### src/rtl/lvds_7to1_tx_serializer.sv
// 7:1 LVDS transmit serializer: pixel handshake in, 4 serial data lanes plus forwarded clock lane out.
// Optional PRBS7 lane test mode is compiled in when LVDS_TX_PRBS_EN is defined.
module lvds_7to1_tx_serializer #(
  parameter int         MAP_JEIDA   = 0,
  parameter logic [6:0] CLK_PATTERN = 7'b1100011
) (
  input  logic       I_clk,
  input  logic       I_rst,
  input  logic [7:0] I_pix_r,
  input  logic [7:0] I_pix_g,
  input  logic [7:0] I_pix_b,
  input  logic       I_pix_hs,
  input  logic       I_pix_vs,
  input  logic       I_pix_de,
  input  logic       I_pix_valid,
  output logic       O_pix_ready,
  input  logic       I_underflow_clr,
  output logic       O_underflow,
  output logic       O_lvds_tx_clk,
  output logic       O_lvds_tx_d0,
  output logic       O_lvds_tx_d1,
  output logic       O_lvds_tx_d2,
  output logic       O_lvds_tx_d3
`ifdef LVDS_TX_PRBS_EN
  ,
  input  logic       I_prbs_mode
`endif
);

  logic [2:0] ph;
  logic       load;
  logic       accept;
  logic       prbs;
  logic       armed;
  logic       hs_q, vs_q;
  logic       underflow;
  logic [6:0] sh_clk, sh_d0, sh_d1, sh_d2, sh_d3;
  logic [7:0] r, g, b;
  logic       hs, vs, de;
  logic [6:0] w0, w1, w2, w3;

`ifdef LVDS_TX_PRBS_EN
  logic [6:0] lfsr;
  assign prbs = I_prbs_mode;
`else
  assign prbs = 1'b0;
`endif

  assign load        = (ph == 3'd6);
  assign O_pix_ready = load & ~I_rst & ~prbs;
  assign accept      = O_pix_ready & I_pix_valid;

  // Blanking word: no colour, DE low, syncs held from the last accepted pixel
  always_comb begin
    r  = '0;
    g  = '0;
    b  = '0;
    hs = hs_q;
    vs = vs_q;
    de = 1'b0;
    if (accept) begin
      r  = I_pix_r;
      g  = I_pix_g;
      b  = I_pix_b;
      hs = I_pix_hs;
      vs = I_pix_vs;
      de = I_pix_de;
    end
  end

  always_comb begin
    if (MAP_JEIDA != 0) begin
      w0 = {g[2], r[7:2]};
      w1 = {b[3:2], g[7:3]};
      w2 = {de, vs, hs, b[7:4]};
      w3 = {1'b0, b[1:0], g[1:0], r[1:0]};
    end else begin
      w0 = {g[0], r[5:0]};
      w1 = {b[1:0], g[5:1]};
      w2 = {de, vs, hs, b[5:2]};
      w3 = {1'b0, b[7:6], g[7:6], r[7:6]};
    end
  end

  always_ff @(posedge I_clk) begin
    if (I_rst) begin
      ph        <= 3'd6;
      armed     <= 1'b0;
      hs_q      <= 1'b0;
      vs_q      <= 1'b0;
      underflow <= 1'b0;
      sh_clk    <= '0;
      sh_d0     <= '0;
      sh_d1     <= '0;
      sh_d2     <= '0;
      sh_d3     <= '0;
    end else begin
      ph <= load ? 3'd0 : ph + 3'd1;
      if (load) begin
        sh_clk <= CLK_PATTERN;
        sh_d0  <= w0;
        sh_d1  <= w1;
        sh_d2  <= w2;
        sh_d3  <= w3;
      end else begin
        sh_clk <= {sh_clk[5:0], 1'b0};
        sh_d0  <= {sh_d0[5:0], 1'b0};
        sh_d1  <= {sh_d1[5:0], 1'b0};
        sh_d2  <= {sh_d2[5:0], 1'b0};
        sh_d3  <= {sh_d3[5:0], 1'b0};
      end
      if (accept) begin
        armed <= 1'b1;
        hs_q  <= I_pix_hs;
        vs_q  <= I_pix_vs;
      end
      // Set takes priority over clear when both land in the same cycle
      if (!prbs) begin
        if (load && !accept && armed)
          underflow <= 1'b1;
        else if (I_underflow_clr)
          underflow <= 1'b0;
      end
    end
  end

  assign O_underflow   = underflow;
  assign O_lvds_tx_clk = sh_clk[6];

`ifdef LVDS_TX_PRBS_EN
  always_ff @(posedge I_clk) begin
    if (I_rst)
      lfsr <= 7'h7F;
    else if (I_prbs_mode)
      lfsr <= {lfsr[5:0], lfsr[6] ^ lfsr[5]};
  end

  assign O_lvds_tx_d0 = prbs ? lfsr[0] : sh_d0[6];
  assign O_lvds_tx_d1 = prbs ? lfsr[1] : sh_d1[6];
  assign O_lvds_tx_d2 = prbs ? lfsr[2] : sh_d2[6];
  assign O_lvds_tx_d3 = prbs ? lfsr[3] : sh_d3[6];
`else
  assign O_lvds_tx_d0 = sh_d0[6];
  assign O_lvds_tx_d1 = sh_d1[6];
  assign O_lvds_tx_d2 = sh_d2[6];
  assign O_lvds_tx_d3 = sh_d3[6];
`endif

endmodule

### config.mk
export PLATFORM = sky130hd
export DESIGN_NAME = lvds_7to1_tx_serializer
export DESIGN_NICKNAME = d
export VERILOG_FILES = /design/src/rtl/lvds_7to1_tx_serializer.sv
export SDC_FILE = /design/constraint.sdc
export NUM_CORES = 1
export LEC_CHECK = 0
export ABC_AREA = 1
export CORE_ASPECT_RATIO = 1.1
export CORE_MARGIN = 10
export CORE_UTILIZATION = 47
export CTS_BUF_LIST = sky130_fd_sc_hd__clkbuf_2
export CTS_CLUSTER_DIAMETER = 40
export DETAILED_ROUTE_END_ITERATION = 7
export HOLD_SLACK_MARGIN = 0.1
export PLACE_DENSITY = 0.77
export RECOVER_POWER = 50
export SLEW_MARGIN = 20
export SYNTH_ARGS = -nofsm -noshare
export SYNTH_HDL_FRONTEND = slang
export SYNTH_SLANG_ARGS = --single-unit
### constraint.sdc
create_clock -name I_clk -period 2.5 [get_ports I_clk]
set_input_delay 0.375 -clock I_clk [delete_from_list [all_inputs] [get_ports I_clk]]
set_output_delay 0.375 -clock I_clk [all_outputs]
set_load 0.005 [all_outputs]
==> results.rst <==
.. list-table::
   :header-rows: 1

   * - Metric
     - Value
   * - CTS tree
     - done
   * - Capturing element type of the critical path
     - output pin
   * - Number of antenna violations at the first check in global routing
     - 0
   * - Category of the most critical setup path
     - reg -> out
   * - Setup violation total in the final timing report
     - 0
   * - Mean cell area of the mapped netlist
     - 8.61 µm²
   * - Cell types occupying the most area after synthesis
     - dfxtp_1 56%, nand2_1 14%, nand3_1 8.3%, buf_6 5.3%, inv_1 4.0%
   * - Root buffer cell
     - clkbuf_2
   * - Floorplan core area
     - 3050 µm²
   * - Maximum single-stage delay on the critical path
     - 520 ps
   * - First-pass detailed-route iteration total
     - 4
   * - Die height
     - 79.2 µm
   * - Hold WS
     - 419 ps
   * - Detailed-route DRC error count
     - 0
   * - Via density per instance
     - 4.78
   * - Power per cell area
     - 628 nW/µm²
   * - Post-synthesis net count
     - 205
   * - Count of synthesis-stage warnings from yosys
     - 0
   * - Overflow after GRT
     - 0
   * - Rows
     - 21
   * - Diodes inserted
     - 0
   * - Number of top-level pins
     - 38
   * - Number of synthesized register bits
     - 42
   * - Antenna violation net count after detailed routing
     - 0
   * - Wire length reported by the detailed router
     - 3020 µm
   * - Number of sinks on the clock net
     - 42
   * - Distinct cells, synth
     - 16
   * - Hold Buf Count CTS
     - 0
   * - Final TNS setup
     - 0 ps
   * - Number of CTS-inserted buffers
     - 5
   * - Wire per inst
     - 12.1 µm
   * - Worst vdd rail ir drop
     - 0.434 mV
   * - Vias in the first global route
     - 1184
   * - First-pass GRT wire length
     - 5200 µm
   * - Number of standard cells after synthesis
     - 174
   * - Highest fanout seen on the critical path
     - 7
   * - CP Data Arrival Time
     - 1680 ps
   * - Number of hold-slack violations in the final timing report
     - 0
   * - Growth of design area from synthesis to finish
     - 24.6%
   * - Compound-cell area share of the yosys netlist
     - 2.50%
   * - Result of the run
     - finished, final reports clean
   * - Vias
     - 1191
   * - Worst Clk Skew
     - 20.1 ps
   * - Worst Tran Pin Value
     - 634 ps
   * - Post-synth top area share
     - 56.1%
   * - Post-DP HPWL
     - 2230 µm
   * - CP delay by family, top
     - buffers and inverters
   * - Class of the most critical hold timing path
     - reg -> reg
   * - CTS H-Tree Depth
     - 2
   * - Required time at the worst-slack endpoint
     - 2120 ps
   * - GPL Wtd Cong
     - 0.733
   * - Die outline area
     - 5850 µm²
   * - Peak clock frequency supported by timing
     - 487 MHz
   * - Number of buffers inserted by port buffering
     - 37
   * - Post-Syn Area
     - 1500 µm²
   * - Starting utilization of the core area
     - 49.2%
   * - Share of final-layout standard cells stronger than drive strength 1
     - 6.05%
   * - Clock-pin slew on the worst setup and hold paths
     - 200 ps
   * - # nets final
     - 245
   * - GRT Total Usage
     - 11.2%
   * - Slew HR
     - 57.7%
   * - Setup Fix Bufs, Post-CTS
     - 0
   * - Fillcell total
     - 275
   * - Unrepaired setup endpoints after global routing
     - false
   * - Final cycle utilization of the critical path
     - 82.1%
   * - Clock period minus worst slack
     - 2050 ps
   * - Max stage delay cell, worst path
     - clkdlybuf4s50_1
   * - Number of buffer and inverter stages on the critical path
     - 1
   * - CP Launch Type
     - register
   * - Post-Synth Adder-Cell Area
     - 0%
   * - Post-cts resize count
     - 0
   * - Part of the Yosys area used for sequential elements
     - 56.1%
   * - Number of buffers between clock root and the deepest sink
     - 2
   * - Max Transition Viols Final
     - 0
   * - Largest net degree at the start of global routing
     - 26
   * - Source-to-sink clock delay at the later pin of the worst-skew pair
     - 400 ps
   * - Simple-gate share of the synthesized area
     - 31.6%
   * - Footprint of the flip-flops and latches
     - 841 µm²
   * - Horizontal die dimension
     - 73.8 µm
   * - Number of maximum-capacitance constraint violations
     - 0
   * - Pleak
     - 0.869 nW
   * - Mux cell area share after synthesis
     - 0%
   * - Synthesized-area fraction occupied by xor and xnor cells
     - 0%
   * - Largest area contributor in the synthesized netlist
     - dfxtp_1
   * - DRC marker count from the first detailed-route iteration
     - 54
   * - Worst path cell trace
     - nand3_4 > nor2_8 > clkdlybuf4s50_1
   * - Largest family of logic cells by synthesized area
     - simple AND/OR/NAND/NOR gates
   * - Footprint of the multi-input gates
     - 489 µm²
==> layer usage <==
metal / share of wire (%) / track usage, %
met5: 0 / 0
met4: 1.7 / 5.04
met3: 8.5 / 5.35
met2: 48 / 18.3
met1: 42 / 11.9
==> synth_stat cells <==
cell type,instances
nand4_4,1
inv_2,2
nand2_1,57
nand3_2,1
dfxtp_1,42
nor2_1,13
nand3_1,25
buf_6,7
nor2_2,1
o31ai_1,1
o21ai_0,3
inv_1,16
nor2_8,1
o211ai_1,2
nand2_4,1
nand3_4,1
==> metrics by stage <==
| step | util (%) | area (µm²) | std cells | setup slack [ps] | power (W) |
|---|---|---|---|---|---|
| after floorplan | - | 1500 | 174 | 1270 | 0.000854 |
| after global placement | 60.9 | 1860 | 241 | 551 | 0.000920 |
| after detailed placement | 60.9 | 1860 | 241 | 529 | 0.000928 |
| after CTS | 62.2 | 1890 | 249 | 363 | 0.00120 |
| after global routing | 61.3 | 1870 | 249 | 250 | 0.00124 |
| final | 61.3 | 1870 | 249 | 447 | 0.00117 |
==> power by group <==
part	internal, W	switching (W)
sequential	0.000714	0.0000179
clock	0.0000688	0.000201
combinational	0.0000847	0.0000860
==> cells in the final DEF, fill, tap and decap left out <==
cell type,instances
clkinv_2,1
buf_4,2
o21ai_0,3
nand4_1,1
nand3_4,1
clkbuf_2,6
nand2_1,58
nor2_1,13
dlygate4sd3_1,1
o211ai_1,2
nor2_8,1
inv_1,18
clkdlybuf4s50_1,36
clkbuf_1,1
o31ai_1,1
clkinv_1,1
nand3_2,1
nor2_2,1
dfxtp_1,42
nand3_1,25
==> cell families after synthesis <==
family / Yosys count
AO/OA/AOI/OAI: 6
buffers and inverters: 25
AND/OR/NAND/NOR: 101
flip-flops: 42
==> path summary, 6_finish.rpt <==
kind / startpoint / to / slack (ps) / cells past startpoint
worst max-delay path: ph[1]$_SDFF_PP1_ / O_pix_ready / 450 / 3
worst min-delay path: sh_clk[1]$_SDFF_PP0_ / sh_clk[2]$_SDFF_PP0_ / 420 / 2
worst max register to register: ph[0]$_SDFF_PP0_ / sh_d2[6]$_SDFF_PP0_ / 900 / 6
worst min register to register: sh_clk[1]$_SDFF_PP0_ / sh_clk[2]$_SDFF_PP0_ / 420 / 2
==> state kept, by name, summed over array words and instances, names as in the netlist <==
register	cells
O_underflow	1
armed	1
hs_q	1
ph	3
sh_clk	7
sh_d0	7
sh_d1	7
sh_d2	7
sh_d3	7
vs_q	1
==> worst register-to-register path, stage by stage (launching register included) <==
cell and delay [ps]:
dfxtp_1 420, inv_1 110, nand3_4 130, nand2_1 160
inv_1 510, nand2_1 120, nand2_1 100
==> layout make-up <==
cell class / instances / share of cell area (%)
multi-input combinational: 107 / 26.2
inverter: 18 / 3.62
timing repair buffer: 40 / 20.8
sequential: 42 / 45.0
tap: 34 / 2.28
clock inverter: 2 / 0.469
clock buffer: 6 / 1.61
(Power assumes the default switching activity.)
